$ cat config.mk
export PLATFORM = sky130hd
export DESIGN_NAME = char_grid_writer
export DESIGN_NICKNAME = d
export VERILOG_FILES = /design/src/rtl/char_grid_writer.sv
export SDC_FILE = /design/constraint.sdc
export NUM_CORES = 1
export LEC_CHECK = 0
export ABC_AREA = 1
export CORE_MARGIN = 8
export CORE_UTILIZATION = 26
export CTS_BUF_LIST = sky130_fd_sc_hd__clkbuf_4
export CTS_CLUSTER_SIZE = 30
export DETAILED_ROUTE_END_ITERATION = 8
export DONT_BUFFER_PORTS = 1
export PLACE_DENSITY = 0.45
export RECOVER_POWER = 100
export SYNTH_ARGS = -nofsm -noshare
export SYNTH_HDL_FRONTEND = slang
export SYNTH_SLANG_ARGS = --single-unit
$ cat constraint.sdc
create_clock -name clk -period 3.1 [get_ports clk]
set_input_delay 0.31 -clock clk [delete_from_list [all_inputs] [get_ports clk]]
set_output_delay 0.31 -clock clk [all_outputs]
set_load 0.005 [all_outputs]
$ cat src/rtl/char_grid_writer.sv
// Character-to-grid writer: maps character codes to glyph indices and writes them into a
// COLS x ROWS frame buffer at a cursor, handling backspace, newline and a full-screen clear.
module char_grid_writer #(
   parameter int COLS        = 20,
   parameter int ROWS        = 7,
   parameter int WRAP_MODE   = 0,
   parameter int BLANK_GLYPH = 128,
   parameter int UNK_GLYPH   = 128,
   localparam int N  = COLS * ROWS,
   localparam int AW = $clog2(N),
   localparam int CW = $clog2(COLS),
   localparam int RW = $clog2(ROWS)
) (
   input  logic          clk,
   input  logic          rst_n,
   input  logic          in_valid,
   input  logic [7:0]    in_char,
   output logic          in_ready,
   output logic          wr_en,
   output logic [AW-1:0] wr_addr,
   output logic [7:0]    wr_glyph,
   output logic [CW-1:0] cur_col,
   output logic [RW-1:0] cur_row,
   output logic          screen_wrap,
   output logic          full,
   output logic          busy
);
   localparam logic [AW-1:0] LAST_ADDR = AW'(N - 1);
   localparam logic [CW-1:0] LAST_COL  = CW'(COLS - 1);
   localparam logic [RW-1:0] LAST_ROW  = RW'(ROWS - 1);
   localparam logic [7:0]    BLANK     = 8'(BLANK_GLYPH);
   localparam logic [7:0]    UNK       = 8'(UNK_GLYPH);

   typedef enum logic {IDLE, CLEAR} state_t;
   state_t state, state_nxt;

   logic          wr_en_nxt, wrap_nxt, full_nxt;
   logic [AW-1:0] addr_nxt, cur_addr;
   logic [7:0]    glyph_nxt;
   logic [CW-1:0] col_nxt;
   logic [RW-1:0] row_nxt;
   logic          hs, is_ctrl;

   function automatic logic [7:0] glyph_of(input logic [7:0] c);
      if (c >= 8'h30 && c <= 8'h39) return c - 8'd48;
      if (c >= 8'h41 && c <= 8'h5A) return c - 8'd55;
      if (c >= 8'h61 && c <= 8'h7A) return c - 8'd61;
      if (c >= 8'h80 && c <= 8'hC3) return c - 8'd66;
      return UNK;
   endfunction

   assign in_ready = rst_n && (state == IDLE);
   assign busy     = rst_n && (state == CLEAR);
   assign hs       = in_valid && in_ready;
   assign is_ctrl  = (in_char < 8'h20) || (in_char == 8'h7F);
   assign cur_addr = AW'(int'(cur_row) * COLS + int'(cur_col));

   always_comb begin
      state_nxt = state;
      wr_en_nxt = 1'b0;
      wrap_nxt  = 1'b0;
      addr_nxt  = wr_addr;
      glyph_nxt = wr_glyph;
      col_nxt   = cur_col;
      row_nxt   = cur_row;
      full_nxt  = full;
      case (state)
         IDLE: if (hs) begin
            if (in_char == 8'hFF) begin
               state_nxt = CLEAR;
               wr_en_nxt = 1'b1;
               addr_nxt  = '0;
               glyph_nxt = BLANK;
            end else if (in_char == 8'h08) begin
               // A full grid keeps its cursor on the last cell; backspace only blanks it.
               if (full) begin
                  wr_en_nxt = 1'b1;
                  addr_nxt  = LAST_ADDR;
                  glyph_nxt = BLANK;
                  full_nxt  = 1'b0;
               end else if (cur_addr != '0) begin
                  wr_en_nxt = 1'b1;
                  addr_nxt  = cur_addr - AW'(1);
                  glyph_nxt = BLANK;
                  if (cur_col == '0) begin
                     col_nxt = LAST_COL;
                     row_nxt = cur_row - RW'(1);
                  end else begin
                     col_nxt = cur_col - CW'(1);
                  end
               end
            end else if (in_char == 8'h0A) begin
               if (cur_row != LAST_ROW) begin
                  col_nxt = '0;
                  row_nxt = cur_row + RW'(1);
               end else if (WRAP_MODE == 0) begin
                  col_nxt  = '0;
                  row_nxt  = '0;
                  wrap_nxt = 1'b1;
               end
            end else if (!is_ctrl && !full) begin
               wr_en_nxt = 1'b1;
               addr_nxt  = cur_addr;
               glyph_nxt = glyph_of(in_char);
               if (cur_addr == LAST_ADDR) begin
                  if (WRAP_MODE == 0) begin
                     col_nxt  = '0;
                     row_nxt  = '0;
                     wrap_nxt = 1'b1;
                  end else begin
                     full_nxt = 1'b1;
                  end
               end else if (cur_col == LAST_COL) begin
                  col_nxt = '0;
                  row_nxt = cur_row + RW'(1);
               end else begin
                  col_nxt = cur_col + CW'(1);
               end
            end
         end
         CLEAR: begin
            // wr_addr holds the previously swept cell, so it doubles as the sweep counter.
            if (wr_addr == LAST_ADDR) begin
               state_nxt = IDLE;
               col_nxt   = '0;
               row_nxt   = '0;
               full_nxt  = 1'b0;
            end else begin
               wr_en_nxt = 1'b1;
               addr_nxt  = wr_addr + AW'(1);
               glyph_nxt = BLANK;
            end
         end
         default: state_nxt = IDLE;
      endcase
   end

   always_ff @(posedge clk) begin
      if (!rst_n) begin
         state       <= IDLE;
         wr_en       <= 1'b0;
         wr_addr     <= '0;
         wr_glyph    <= '0;
         cur_col     <= '0;
         cur_row     <= '0;
         screen_wrap <= 1'b0;
         full        <= 1'b0;
      end else begin
         state       <= state_nxt;
         wr_en       <= wr_en_nxt;
         wr_addr     <= addr_nxt;
         wr_glyph    <= glyph_nxt;
         cur_col     <= col_nxt;
         cur_row     <= row_nxt;
         screen_wrap <= wrap_nxt;
         full        <= full_nxt;
      end
   end
endmodule

==> key figures <==
STA
  – RSZ-0062 raised after global routing: false
  – Final Slew Violations: 0
  – Highest clock rate: 383 MHz
  – Minimum clock period: between 2000 and 3000 ps
  – Final period util: 0.843
  – Final TNS setup: 0 ps
  – Setup ws final: around 490 ps
  – Final hold violation count: 0
  – # setup viols final: 0
  – Clock Skew: between 15 and 20 ps
  – Worst hold slack: 30.5 ps

Synthesis
  – Area contributors post-synth: nand2_1, dfxtp_1, ha_1
  – Synthesized flop and latch total: 27
  – Post-synth EDFFs: 0
  – Syn_nets: approximately 570
  – Netlist cell types: 37
  – Top-area cell type share of the netlist area: 0.175
  – Synth Flop Type: dfxtp_1
  – Post-synth ARST share: 0
  – Mapped cell area: approximately 3200 sq um
  – Avg Cell Area, Syn: around 6 sq um
  – Area leader, netlist: nand2_1
  – Post-synth top cells: nand2_1, nor2_1, inv_1
  – Post-synthesis sequential area ratio: 0.171
  – Cells after synthesis: 529
  – Top-count cell post-synth: nand2_1
  – Synth warn: 0

Critical path
  – Crit path DAT: slightly below 3000 ps
  – CP required: 3400 ps
  – Worst-path cell with the longest stage delay: fa_1
  – Worst reg2reg path depth: 13
  – Worst setup SP type: flip-flop
  – RR Endpoint: wr_glyph[4]
  – Critical Path Fanout Max: 19
  – Largest stage delay on the critical path: 480 ps
  – Crit Reg-Reg Startpoint: cur_row[0]
  – Cell Chain, Critical Path: ha_1 > fa_1 > nor2_1 > inv_1 > nor3_1 > nand2_1 > nor2_1 > nand3_2 > nand2_4 > inv_2 > nand2_1 > nand2_1 > nor2_1
  – Worst Setup EP: wr_glyph[4]
  – CP Class: reg2reg
  – Critical Path End Type: flip-flop
  – CP startpoint: cur_row[0]
  – Reg-to-reg slack, setup: around 490 ps

Final layout
  – Multi-input logic area: 2230 sq um
  – Finished Layout Cells: roughly 670
  – Fillcell total: roughly 1400
  – Final Util: 0.275
  – Design Area, Final: about 3300 sq um
  – Area Overhead vs Synth: 3.81%
  – ANT cells: 0
  – Layout cells sized above 1: 0.0594
  – Fin nets: roughly 560
  – Sequential cell area: around 540 sq um

CTS
  – H-Tree Depth: 1
  – Num Clock Sinks: 27
  – Clock buffer depth: 2
  – Clock latency on the worst-skew pair: between 300 and 400 ps
  – Num CTS Buffers: 3
  – CTS Root Buffer Type: clkbuf_4
  – CTS clock-pin slew for the worst setup and hold paths: approximately 190 ps
  – CTS tree: built

Drt
  – DR pass1 iterations: 4
  – Total number of vias: approximately 3200
  – Final ANT Viol Nets: 0
  – Wirelength per Cell: approximately 14 microns
  – DRT iter0 DRCs: between 150 and 200
  – Post-Route WL: slightly above 9000 microns
  – DRC viols: 0
  – Via density: roughly 4.8

GRT
  – Total gr overflow: 0
  – GRT Util Overall: 0.119
  – Largest net degree at the start of global routing: 27
  – Initial antenna violation count: 0
  – First-pass GRT wire length: 15800 microns
  – Vias in the first global route: ~3200

Placed design
  – Post-Place Cells: approximately 670
  – IO Port Bufs: 0
  – Placed cell areas: between 3000 and 4000 sq um
  – Hpwl dp: approximately 7300 microns
  – Place WS: around 440 ps
  – GP Congestion: roughly 0.84

Run status
  – Status: finished, final reports clean

Floorplan
  – IO Count: 40
  – # rows: 40
  – Die Ht: approximately 130 microns
  – Core Area: around 12000 sq um
  – Die Width: around 130 microns
  – Die area: about 16000 sq um
  – Initial core utilization: 0.265

Pwr
  – Power Density: 246 nW/um^2
  – Max VDD drop: around 0.13 mV
  – Final Power: 0.806 mW
  – Leakage power: approximately 1.7 nW

Job
  – MaxCap Viol Count: 0

Hold path
  – HP Class: in2reg
  – Hold_sp: rst_n
==> how the worst min path moves through the flow <==
stage | end | slack [ps] | cells after the start
final | cur_row[0] | 30 | 2
after global routing | cur_row[0] | 10 | 2
after CTS | cur_row[0] | 30 | 2
after detailed placement | cur_row[0] | 440 | 2
after global placement | wr_addr[4] | 440 | 2
after floorplan | wr_glyph[3] | 480 | 2
==> worst max-delay path, delay by kind of cell (launching register included) <==
| kind | cells | cell delay [ps] |
|---|---|---|
| and+or+nand+nor | 9 | 1130 |
| adders and majority gates | 2 | 720 |
| DFF | 1 | 460 |
| buffers and inverters | 2 | 250 |
==> timing repair <==
item | in CTS | in global routing
hold buffers | 0 | 0
setup endpoints to repair | 0 | 1
resized for setup | 0 | 1
hold endpoints to repair | 0 | 0
setup buffers | 0 | 0
==> where the power goes <==
part           internal (mW)  switching [mW]
registers              0.366          0.0248
clock network         0.0494           0.133
logic                 0.0813           0.152
total                  0.497           0.309
==> metal layers <==
layer	vias to the layer above	part of all wire	track usage
met5	-	0	0
met4	0	0.017	0.0453
met3	10	0.049	0.0228
met2	49	0.49	0.205
met1	1473	0.44	0.142
li1	1661	-	-
==> placed cells by master, fill, tap and decap left out, drive strengths merged <==
cell type / instances
conb: 1
xor2: 17
o211ai: 3
o22ai: 3
nor3: 7
nand2: 154
a211oi: 1
inv: 71
dfxtp: 27
xnor2: 3
nand3: 46
clkinvlp: 1
o21bai: 1
a21oi: 26
ha: 28
nand4: 9
nor2: 80
clkinv: 1
o21ai: 35
fa: 1
clkbuf: 6
a31oi: 1
==> flip-flops by register name (all words and copies together), names as in the netlist <==
name and cells:
wr_addr 8, state 1, wr_glyph 8, wr_en 1, cur_row 3, cur_col 5, screen_wrap 1
==> final cells by class <==
class	count	area share
Timing Repair Buffer	3	0.00344
Clock buffer	3	0.00688
Inverter	72	0.0830
Tap cell	147	0.0562
Clock inverter	1	0.00229
Multi-Input combinational cell	416	0.683
Sequential cell	27	0.166
==> kinds of logic (layout without fill, tap and decap cells) <==
group / Yosys count / in the layout / synth area share
compound gates: 70 / 70 / 0.121
xor+xnor: 20 / 20 / 0.0556
fa+ha+maj: 29 / 29 / 0.117
buf+inv: 86 / 79 / 0.119
flops: 27 / 27 / 0.171
other cells: 1 / 1 / 0.00119
simple gates: 296 / 296 / 0.414
Power figures use the tool's default switching activity.
